File: src/rtl/text_mem_write_scheduler.sv
// Text memory write-port arbiter: UART character writes versus a full-screen clear.
// UART writes arriving during a clear are deferred through a small FIFO and issued afterwards.
module text_mem_write_scheduler #(
  parameter int unsigned COLS       = 80,
  parameter int unsigned ROWS       = 30,
  parameter int unsigned FIFO_DEPTH = 4
) (
  input  logic        clock,
  input  logic        reset_n,
  input  logic [7:0]  uart_data,
  input  logic [12:0] uart_address,
  input  logic        uart_write,
  input  logic        clear_start,
  input  logic [7:0]  clear_char,
  input  logic        overflow_clear,
  output logic [7:0]  mem_data,
  output logic [12:0] mem_address,
  output logic        mem_write,
  output logic        clear_busy,
  output logic        overflow
);

  localparam int unsigned PW = $clog2(FIFO_DEPTH);
  localparam logic [7:0]  COL_LIM  = 8'(COLS);
  localparam logic [4:0]  ROW_LIM  = 5'(ROWS);
  localparam logic [7:0]  COL_LAST = 8'(COLS - 1);
  localparam logic [4:0]  ROW_LAST = 5'(ROWS - 1);
  localparam logic [PW:0] FULL_CNT = (PW + 1)'(FIFO_DEPTH);

  typedef enum logic [1:0] {IDLE, CLEAR, DRAIN} state_t;

  state_t      state;
  logic [7:0]  col;
  logic [4:0]  row;
  logic [7:0]  fill_char;
  logic [20:0] fifo_q [FIFO_DEPTH];
  logic [PW-1:0] wr_ptr;
  logic [PW-1:0] rd_ptr;
  logic [PW:0]   count;

  logic uart_valid;
  logic full;
  logic empty;
  logic push;
  logic pop;
  logic drop;
  logic last_cell;

  always_comb begin
    uart_valid = uart_write && (uart_address[7:0] < COL_LIM) && (uart_address[12:8] < ROW_LIM);
    full       = (count == FULL_CNT);
    empty      = (count == '0);
    pop        = (state == DRAIN) && !empty;
    // A full FIFO still accepts a push when the same cycle pops an entry.
    push       = uart_valid && (state != IDLE) && (!full || pop);
    drop       = uart_valid && (state != IDLE) && full && !pop;
    last_cell  = (row == ROW_LAST) && (col == COL_LAST);
  end

  always_ff @(posedge clock or negedge reset_n) begin
    if (!reset_n) begin
      state       <= IDLE;
      col         <= '0;
      row         <= '0;
      fill_char   <= '0;
      wr_ptr      <= '0;
      rd_ptr      <= '0;
      count       <= '0;
      mem_data    <= '0;
      mem_address <= '0;
      mem_write   <= 1'b0;
      clear_busy  <= 1'b0;
      overflow    <= 1'b0;
      for (int unsigned i = 0; i < FIFO_DEPTH; i++) fifo_q[i] <= '0;
    end else begin
      mem_write <= 1'b0;

      if (push) begin
        fifo_q[wr_ptr] <= {uart_data, uart_address};
        wr_ptr         <= wr_ptr + 1'b1;
      end
      if (pop) rd_ptr <= rd_ptr + 1'b1;
      case ({push, pop})
        2'b10:   count <= count + 1'b1;
        2'b01:   count <= count - 1'b1;
        default: count <= count;
      endcase

      if (drop) overflow <= 1'b1;
      else if (overflow_clear) overflow <= 1'b0;

      case (state)
        IDLE: begin
          if (uart_valid) begin
            mem_write   <= 1'b1;
            mem_address <= uart_address;
            mem_data    <= uart_data;
          end
          if (clear_start) begin
            fill_char  <= clear_char;
            row        <= '0;
            col        <= '0;
            state      <= CLEAR;
            clear_busy <= 1'b1;
          end
        end

        CLEAR: begin
          mem_write   <= 1'b1;
          mem_address <= {row, col};
          mem_data    <= fill_char;
          if (col == COL_LAST) begin
            col <= '0;
            row <= (row == ROW_LAST) ? '0 : row + 1'b1;
          end else begin
            col <= col + 1'b1;
          end
          // A push on the final fill cycle must still be drained.
          if (last_cell) begin
            if (!empty || push) begin
              state <= DRAIN;
            end else begin
              state      <= IDLE;
              clear_busy <= 1'b0;
            end
          end
        end

        DRAIN: begin
          if (!empty) begin
            mem_write   <= 1'b1;
            mem_address <= fifo_q[rd_ptr][12:0];
            mem_data    <= fifo_q[rd_ptr][20:13];
          end
          if (empty || (count == (PW + 1)'(1) && !push)) begin
            state      <= IDLE;
            clear_busy <= 1'b0;
          end
        end

        default: begin
          state      <= IDLE;
          clear_busy <= 1'b0;
        end
      endcase
    end
  end

endmodule
File: config.mk
export PLATFORM = sky130hd
export DESIGN_NAME = text_mem_write_scheduler
export DESIGN_NICKNAME = d
export VERILOG_FILES = /design/src/rtl/text_mem_write_scheduler.sv
export SDC_FILE = /design/constraint.sdc
export NUM_CORES = 1
export LEC_CHECK = 0
export CORE_MARGIN = 5
export CORE_UTILIZATION = 40
export DETAILED_ROUTE_END_ITERATION = 8
export PLACE_DENSITY = 0.61
export SETUP_SLACK_MARGIN = 0.4
export SYNTH_ARGS = -nofsm -noshare
export SYNTH_HDL_FRONTEND = slang
export SYNTH_SLANG_ARGS = --single-unit
File: constraint.sdc
create_clock -name clock -period 5.8 [get_ports clock]
set_input_delay 1.16 -clock clock [delete_from_list [all_inputs] [get_ports clock]]
set_output_delay 1.16 -clock clock [all_outputs]
set_load 0.02 [all_outputs]
==> results of run 1 <==
[cell families (layout without fill, tap and decap cells)]
kind of cell / after synthesis / in the layout / synth area share, %
flip-flops: 138 / 138 / 52.7
AND/OR/NAND/NOR: 96 / 96 / 7.00
buffers and inverters: 44 / 106 / 3.66
adder cells (fa/ha/maj): 17 / 17 / 3.24
AO/OA/AOI/OAI: 91 / 91 / 8.58
XOR/XNOR: 9 / 9 / 1.20
multiplexers: 114 / 114 / 23.7
[through the flow]
step	utilization [%]	std cells
final	49.0	787
after global routing	49.0	787
after CTS	49.0	787
after global placement	45.3	757
after floorplan	-	509
after detailed placement	45.3	757
[tightest hold or removal path, cell delays in order, from the launching register on]
cell	delay, ns
dfrtp_1	0.34
nand2_1	0.04
o21ai_0	0.06
[cells in the final DEF, fill, tap and decap left out, drive strengths merged, types with 2 or more instances in the layout]
cell,synthesis,final
a211oi,2,2
or3,2,2
a21oi,4,4
o21ai,53,53
xnor2,5,5
o31ai,2,2
xor2,4,4
bufinv,0,3
clkdlybuf4s50,0,56
nor2,7,7
nand2b,3,3
nand4,6,6
a32o,2,2
mux4,21,21
mux2i,2,2
dfrtp,138,138
a22oi,21,21
and3,2,2
and2,6,6
clkinvlp,0,2
nand3,6,6
clkbuf,13,22
nand2,59,59
mux2,91,91
ha,17,17
clkinv,0,3
buf,17,6
inv,14,14
[area by class of cell]
class | count | share of cell area (%)
Clock buffer | 22 | 5.92
Clock inverter | 8 | 1.53
Inverter | 14 | 0.671
Multi-Input combinational cell | 327 | 36.6
Sequential cell | 138 | 44.1
Tap cell | 216 | 3.45
Timing Repair Buffer | 62 | 7.78
[flip-flops by register name (all words and copies together), names as in the netlist]
signal,cells
clear_busy,1
mem_data,8
overflow,1
fill_char,8
state,2
mem_address,13
col,8
fifo_q,84
count,3
wr_ptr,2
rd_ptr,2
mem_write,1
row,5
[report_power, final]
part	switching, mW	internal (mW)	total [mW]
clock network	0.388	0.691	1.08
registers	0.263	1.39	1.65
logic	0.887	0.879	1.77
[metal layers]
layer / track usage, % / vias to the layer above / routed length (um) / share of wire [%]
met5: 0 / - / 0 / 0
met4: 5.51 / 0 / 202 / 1.4
met3: 4.45 / 16 / 576 / 3.9
met2: 25.7 / 77 / 7200 / 49
met1: 20.8 / 2129 / 6710 / 46
li1: - / 1931 / - / -
[worst max path at each step]
| stage | from | to | slack [ns] | cells past startpoint |
|---|---|---|---|---|
| after floorplan | uart_address[7] | count[2]$_DFFE_PN0P_ | 3.28 | 7 |
| after CTS | uart_address[4] | fifo_q[12]$_DFFE_PN0P_ | 2.65 | 6 |
| after global routing | uart_address[4] | fifo_q[37]$_DFFE_PN0P_ | 2.54 | 6 |
| after detailed placement | uart_address[4] | fifo_q[37]$_DFFE_PN0P_ | 2.21 | 6 |
| after global placement | uart_address[4] | fifo_q[12]$_DFFE_PN0P_ | 2.30 | 6 |
| final | uart_address[4] | fifo_q[40]$_DFFE_PN0P_ | 2.64 | 6 |
==> impl_metrics.py, run 1 <==
metrics = {
    "clock_network": {
        "ctsResizeCount": 0,
        "hold_buffers": 0,
        "cts_max_path_buffers": 2,
        "cts.sinks": 138,
        "cts_made_buffers": 17,
        "htree_levels": 4,
        "clk_pin_slew_ns": 0.06,
        "tritoncts": "yes",
        "post_cts_buffers": 0,
        "cts_root_buf": "clkbuf_16",
        "worstSkewPairLatency_ns": 0.43,
    },
    "job": {
        "maxCapViolations": 0,
    },
    "logic_synthesis": {
        "yosysSeqAreaShare_pct": 52.7,
        "synth-seq-cells": 138,
        "synth_top_cell_area_share_pct": 52.7,
        "syn_area_mm2": 0.00656,
        "synth_flop_cell": "dfrtp_1",
        "synth_nets": 560,
        "synth_area_leaders": "dfrtp_1 53%, mux2_2 14%, mux4_2 7.2%",
        "synthCells": 509,
        "synthArstFlopShare_pct": 100,
        "ys_top_cells_by_count": "138 x dfrtp_1, 82 x mux2_2, 55 x nand2_1",
        "syn_area_per_cell_um2": 12.9,
        "yosysTopAreaCell": "dfrtp_1",
        "synth_most_common_cell": "dfrtp_1",
        "yosysWarnings": 0,
        "synth-edff-count": 0,
        "synth_cell_types": 45,
    },
    "timing": {
        "post-route-period-util_pct": 54.5,
        "fmax_ghz": 0.316,
        "slew_violations": 0,
        "min_period_ns": 3.16,
        "tightest_slew_ns": 1.13,
        "fin_skew_ns": 0.0158,
        "rsz0062_at_grt": "false",
        "maxSlewHeadroom_pct": 24.9,
        "whs_ns": 0.476,
        "hold_violations": 0,
        "setup-violations-final": 0,
        "finalSetupTns_ns": 0,
        "final.setup.worst_slack_ns": 2.64,
    },
    "hold_path": {
        "hp-class": "reg -> reg",
        "worstHoldPathCells": 2,
        "hold_end": "mem_address[9]$_DFFE_PN0P_",
        "min-delay-start": "mem_address[9]$_DFFE_PN0P_",
    },
    "critical_path": {
        "cp_max_fo": 21,
        "path_cells": "clkdlybuf4s50_1, o21ai_2, nand3_2, nor3_4, nand2_2, mux2_4",
        "cp-start-kind": "input port",
        "crit_family": "simple AND/OR/NAND/NOR gates",
        "cp_data_required_time_ns": 6.11,
        "rrSetupSlack_ns": 3.12,
        "cp-end-kind": "flop",
        "reg2reg_from": "state[0]$_DFFE_PN0P_",
        "worst-setup-path-type": "in -> reg",
        "crit_path_top_delay_cell": "nand2_2",
        "r2r_end": "fifo_q[40]$_DFFE_PN0P_",
        "cp.arrival_ns": 3.47,
        "reg2regPathDepth": 7,
        "path_buf_inv": 1,
        "max_stage_delay_ns": 0.52,
    },
    "final_layout": {
        "antennaDiodeCount": 0,
        "nets": 611,
        "nFillCells": 1430,
        "register_area_mm2": 0.00345,
        "area_growth_pct": 19.5,
        "multi_input_area_mm2": 0.00287,
        "final_area_mm2": 0.00784,
        "drive_gt1_share_pct": 27.1,
    },
    "global_routing": {
        "grt_use_total_pct": 15.9,
        "first_global_vias": 4287,
        "grt_pass1_wl_um": 24000,
        "antenna_found_initial": 0,
        "grt_max_degree": 93,
        "grt.overflow.total": 0,
    },
    "routing": {
        "firstDrtPassIters": 4,
        "vias": 4153,
        "wl_um": 14700,
        "first_iter_violations": 212,
        "drc": 0,
        "wl_per_cell_um": 18.7,
        "drtAntennaViolNets": 0,
        "viasPerCell": 5.28,
    },
    "die": {
        "start_util_pct": 41.0,
        "row_count": 46,
        "core_mm2": 0.0160,
        "io_pins": 58,
        "die_w_um": 138,
        "die-area_mm2": 0.0191,
        "fp.dieH_um": 138,
    },
    "placement": {
        "io_buffer_count": 57,
        "placed_area_mm2": 0.00725,
        "hpwl_um": 9450,
        "globalplace.congestion": 0.778,
        "dp_slack_ns": 2.21,
    },
    "power_and_ir_drop": {
        "totalPowerFinal_mw": 4.49,
        "p_leak_nw": 3.47,
        "p_per_area_mw_per_mm2": 574,
        "irDropWorstVdd_mv": 0.273,
    },
    "run_status": {
        "status": "finished clean",
    },
}
No activity file was read; power rests on OpenSTA's default activity.
==> inputs of run 2 (changes only) <==
==> constraint.sdc (replaced) <==
create_clock -name clock -period 3.1 [get_ports clock]
set_input_delay 0.62 -clock clock [delete_from_list [all_inputs] [get_ports clock]]
set_output_delay 0.62 -clock clock [all_outputs]
set_load 0.02 [all_outputs]
==> impl_metrics.py, run 2 (synthesis gave the netlist of run 1 again) <==
metrics = {
    "run_status": {
        "status": "finished clean",
    },
    "power_and_ir_drop": {
        "p_per_area_mw_per_mm2": 1080,
        "clkPwrFrac_pct": 25.2,
        "combPwrFrac_pct": 39.0,
        "irDropWorstVdd_mv": 0.552,
        "power.internal_mw": 5.76,
        "switching_share_pct": 33.4,
        "p_leak_nw": 3.57,
        "totalPowerFinal_mw": 8.64,
        "sequentialPowerShare_pct": 35.9,
        "switchingPower_mw": 2.88,
    },
    "timing": {
        "maxSlewHeadroom_pct": 48.9,
        "tightest_slew_ns": 0.766,
        "setup-violations-final": 0,
        "post-route-period-util_pct": 76.2,
        "fmax_ghz": 0.423,
        "final.setup.worst_slack_ns": 0.738,
        "fin_skew_ns": 0.00752,
        "rsz0062_at_grt": "false",
        "finalSetupTns_ns": 0,
        "min_period_ns": 2.36,
        "hold_violations": 0,
        "whs_ns": 0.120,
        "slew_violations": 0,
    },
    "placement": {
        "hpwl_um": 10400,
        "dp_slack_ns": 0.290,
        "io_buffer_count": 57,
        "globalplace.congestion": 0.798,
    },
    "global_routing": {
        "antenna_found_initial": 0,
        "grt.overflow.total": 0,
        "grt_pass1_wl_um": 24700,
        "first_global_vias": 4551,
        "grt_max_degree": 70,
        "grt_use_total_pct": 16.2,
    },
    "final_layout": {
        "area_growth_pct": 22.3,
        "final_core_util_pct": 50.1,
        "final_common_cell": "dfrtp_1",
        "drive_gt1_share_pct": 29.0,
        "antennaDiodeCount": 0,
        "final_cell_mix": "138 x dfrtp_1, 82 x mux2_2, 56 x clkdlybuf4s50_1",
        "nets": 625,
        "largest_register": "fifo_q",
        "largest_reg_flops": 84,
        "top_regs": "fifo_q: 84 flops, mem_address: 13 flops",
    },
    "routing": {
        "firstDrtPassIters": 6,
        "first_iter_violations": 307,
        "wl_per_cell_um": 18.4,
        "wl_um": 14800,
        "vias": 4221,
        "drc": 0,
        "drtAntennaViolNets": 0,
        "viasPerCell": 5.26,
    },
    "clock_network": {
        "clk_pin_slew_ns": 0.06,
        "worstSkewPairLatency_ns": 0.41,
        "ctsResizeCount": 0,
        "post_cts_buffers": 0,
        "cts_made_buffers": 17,
        "hold_buffers": 0,
        "cts_max_path_buffers": 2,
        "cts_root_buf": "clkbuf_16",
        "tritoncts": "yes",
        "cts.sinks": 138,
        "htree_levels": 4,
    },
    "die": {
        "row_count": 46,
        "die-area_mm2": 0.0191,
        "start_util_pct": 41.0,
        "io_pins": 58,
        "fp.dieH_um": 138,
        "core_mm2": 0.0160,
        "die_w_um": 138,
    },
    "critical_path": {
        "crit_family": "buffers and inverters",
        "path_cells": "clkdlybuf4s50_1, o21ai_2, nand3_2, nor3_4, nand2_2, buf_4, mux2_4",
        "cp.arrival_ns": 2.66,
        "cp_max_fo": 9,
        "path_buf_inv": 2,
        "cp-start-kind": "input port",
        "cp_data_required_time_ns": 3.40,
        "worst-setup-path-type": "in -> reg",
        "cp-end-kind": "flop",
        "max_stage_delay_ns": 0.51,
        "crit_path_top_delay_cell": "clkdlybuf4s50_1",
    },
    "job": {
        "maxCapViolations": 0,
    },
    "hold_path": {
        "hp-class": "in -> async",
    },
}
-- run 2: changes by cell type in the layout (fill, tap and decap cells not counted), sizes merged --
cell      before  now
clkinv         3    1
clkinvlp       2    1
clkbuf        22   26
buf            6   20
bufinv         3    4
-- run 2: power by group through the flow --
stage          registers (mW)  logic [mW]  clock network, mW
3_5_place_dp             3.13        3.43                  0
3_3_place_gp             3.08        3.35                  0
2_1_floorplan            3.09        2.32                  0
4_1_cts                  3.11        3.43               2.21
5_1_grt                  3.21        3.74               2.29
6_report                 3.10        3.37               2.17
-- run 2: worst reg2reg max path, stage by stage (launching register included) --
cell      delay, ns
dfrtp_1        0.39
inv_1          0.09
ha_1           0.37
buf_4          0.31
o41ai_2        0.12
nand3_1        0.19
a211oi_1       0.28
mux2_2         0.36
-- run 2: final timing paths --
kind	endpoint	from	slack, ns	cells past startpoint
min in group clock	mem_address[12]$_DFFE_PN0P_	mem_address[12]$_DFFE_PN0P_	0.48	2
setup reg to reg	clear_busy$_DFFE_PN0P_	state[1]$_DFFE_PN0P_	0.87	7
hold / removal	mem_address[3]$_DFFE_PN0P_	reset_n	0.12	1
hold reg to reg	mem_address[12]$_DFFE_PN0P_	mem_address[12]$_DFFE_PN0P_	0.48	2
max in group asynchronous	mem_data[3]$_DFFE_PN0P_	reset_n	2.26	2
setup / recovery	fifo_q[63]$_DFFE_PN0P_	uart_address[5]	0.74	7
-- run 2: layout make-up --
class	instances	area (um^2)
flip-flops and latches	138	3450
well taps	216	270
repair buffers	76	739
multi-input cells	327	2870
clock buffers	26	509
inverters	14	52.6
clock inverters	6	133
fillers	1430	7980
-- run 2: routing by layer --
layer  share of wire, %  GRT usage [%]  routed length, um
met4                1.5           5.56                227
met5                  0              0                  0
met1                 47           21.8               6970
met2                 49           26.5               7240
met3                2.5           3.17                375
-- run 2: through the flow --
stage	area (um^2)	cells
after floorplan	6560	509
after global placement	7380	771
after detailed placement	7380	771
after CTS	8020	803
after global routing	8020	803
final	8020	803
==> inputs of run 3 (changes only) <==
==> constraint.sdc (replaced) <==
create_clock -name clock -period 2.2 [get_ports clock]
set_input_delay 0.44 -clock clock [delete_from_list [all_inputs] [get_ports clock]]
set_output_delay 0.44 -clock clock [all_outputs]
set_load 0.02 [all_outputs]
==> impl_metrics.py, run 3 (synthesis gave the netlist of run 1 again) <==
metrics = {
    "die": {
        "start_util_pct": 41.0,
        "io_pins": 58,
        "fp.dieH_um": 138,
        "die-area_mm2": 0.0191,
        "core_mm2": 0.0160,
        "die_w_um": 138,
        "row_count": 46,
    },
    "timing": {
        "final.setup.worst_slack_ns": 0.244,
        "hold_violations": 0,
        "setup-violations-final": 0,
        "min_period_ns": 1.96,
        "fin_skew_ns": 0.00859,
        "rsz0062_at_grt": "true",
        "maxSlewHeadroom_pct": 70.0,
        "slew_violations": 0,
        "tightest_slew_ns": 0.450,
        "fmax_ghz": 0.511,
        "post-route-period-util_pct": 88.9,
    },
    "critical_path": {
        "cp_max_fo": 5,
        "cp.arrival_ns": 2.26,
        "path_buf_inv": 1,
        "rrSetupSlack_ns": 0.24,
        "cp-end-kind": "flop",
        "worst-setup-path-type": "reg -> reg",
        "path_cells": "inv_1, ha_1, nand4_1, nand2_2, nand3_1, a21oi_2, mux2_4",
        "max_stage_delay_ns": 0.45,
        "cp-start-kind": "flop",
        "crit_path_top_delay_cell": "dfrtp_1",
        "cp_data_required_time_ns": 2.50,
        "crit_family": "simple AND/OR/NAND/NOR gates",
    },
    "clock_network": {
        "htree_levels": 4,
        "tritoncts": "yes",
        "cts_made_buffers": 17,
        "cts_max_path_buffers": 2,
        "cts.sinks": 138,
        "cts_root_buf": "clkbuf_16",
        "worstSkewPairLatency_ns": 0.42,
        "clk_pin_slew_ns": 0.06,
    },
    "placement": {
        "dp_slack_ns": -0.167,
        "io_buffer_count": 57,
        "placed_area_mm2": 0.00765,
        "hpwl_um": 10700,
        "globalplace.congestion": 0.774,
    },
    "routing": {
        "wl_um": 17200,
        "wl_per_cell_um": 20.1,
        "drc": 0,
        "vias": 4554,
        "firstDrtPassIters": 5,
        "viasPerCell": 5.33,
        "first_iter_violations": 256,
        "drtAntennaViolNets": 0,
    },
    "final_layout": {
        "nets": 678,
        "largest_reg_flops": 84,
        "top_regs": "fifo_q: 84 flops, mem_address: 13 flops",
        "largest_register": "fifo_q",
        "antennaDiodeCount": 0,
        "final_area_mm2": 0.00904,
        "drive_gt1_share_pct": 39.3,
        "final_cell_mix": "134 x dfrtp_1, 62 x mux2_4, 52 x nand2_1",
        "final_common_cell": "dfrtp_1",
        "nFillCells": 1310,
        "area_growth_pct": 37.8,
    },
    "power_and_ir_drop": {
        "sequentialPowerShare_pct": 32.4,
        "combPwrFrac_pct": 46.6,
        "switchingPower_mw": 4.65,
        "clkPwrFrac_pct": 21.0,
        "p_per_area_mw_per_mm2": 1490,
        "switching_share_pct": 34.6,
        "power.internal_mw": 8.78,
        "irDropWorstVdd_mv": 0.764,
        "p_leak_nw": 4.27,
    },
    "global_routing": {
        "grt_use_total_pct": 18.0,
        "grt.overflow.total": 0,
        "grt_max_degree": 54,
        "antenna_found_initial": 0,
        "grt_use_met3_pct": 3.90,
        "grtUsageMet1_pct": 24.8,
        "grt_pass1_wl_um": 27000,
        "first_global_vias": 4750,
        "grt_util_met2_pct": 28.6,
        "busiest_layer": "met2",
    },
    "run_status": {
        "status": "finished clean",
    },
    "hold_path": {
        "hp-class": "reg -> reg",
    },
    "job": {
        "maxCapViolations": 0,
    },
}
## run 3: cell types whose count changed in the layout (fill, tap and decap cells not counted), moves of 8 or more
cell / change
buf_12: +8
buf_4: +25
buf_6: +8
clkdlybuf4s50_1: -33
dlygate4sd2_1: +30
mux2_2: -53
mux2_4: +53
o21ai_0: -8
## run 3: repair_timing
item,CTS,global route
hold buffers,1,0
gates cloned,4,1
setup endpoints to repair,135,98
hold endpoints to repair,45,0
resized for setup,90,72
buffers inserted,18,9
pin swaps,17,10
## run 3: per-stage QoR
| step | cells | hold WS (ns) | TNS [ns] | utilization, % | power, mW |
|---|---|---|---|---|---|
| after floorplan | 509 | 0.144 | 0 | - | 7.69 |
| after global placement | 791 | 0.397 | -9.11 | 47.8 | 9.37 |
| after detailed placement | 791 | 0.402 | -12.89 | 47.8 | 9.57 |
| after CTS | 844 | 0.478 | 0 | 54.3 | 12.9 |
| after global routing | 854 | 0.494 | 0 | 56.5 | 14.2 |
| final | 854 | 0.468 | 0 | 56.5 | 13.4 |
## run 3: power groups by stage
| stage | combinational (mW) | sequential (mW) | clock (mW) |
|---|---|---|---|
| 2_1_floorplan | 3.34 | 4.35 | 0 |
| 3_3_place_gp | 5.10 | 4.27 | 0 |
| 3_5_place_dp | 5.23 | 4.34 | 0 |
| 4_1_cts | 5.77 | 4.29 | 2.88 |
| 5_1_grt | 6.75 | 4.48 | 3.00 |
| 6_report | 6.26 | 4.35 | 2.82 |
## run 3: path summary, 6_finish.rpt
path                                         startpoint                 endpoint  cells past startpoint
min in group asynchronous                       reset_n   fifo_q[65]$_DFFE_PN0P_                      2
worst min-delay path            mem_data[7]$_DFFE_PN0P_  mem_data[7]$_DFFE_PN0P_                      2
max in group asynchronous                       reset_n       row[0]$_DFFE_PN0P_                      3
worst min register to register  mem_data[7]$_DFFE_PN0P_  mem_data[7]$_DFFE_PN0P_                      2
worst max-delay path                 row[1]$_DFFE_PN0P_     state[0]$_DFFE_PN0P_                      7
worst max register to register       row[1]$_DFFE_PN0P_     state[0]$_DFFE_PN0P_                      7
## run 3: worst reg2reg max path: cells and delay by family (launching register included)
family / cells / cell delay (ns)
and+or+nand+nor: 3 / 0.58
buffers and inverters: 1 / 0.09
adders and majority gates: 1 / 0.14
muxes: 1 / 0.33
AOI/OAI and AO/OA: 1 / 0.26
DFF: 1 / 0.45
## run 3: metal layers
metal | share of wire (%) | wire length (um)
met1 | 45 | 7820
met2 | 49 | 8370
met3 | 4.1 | 706
met4 | 1.8 | 313
met5 | 0 | 0
## run 3: area by class of cell
type	count	area, um^2	share of cell area [%]
sequential	138	3460	38.3
multi-input combinational	327	3300	36.5
timing repair buffer	129	1380	15.3
clock buffer	21	450	4.98
tap	216	270	2.99
clock inverter	9	124	1.37
inverter	14	52.6	0.581
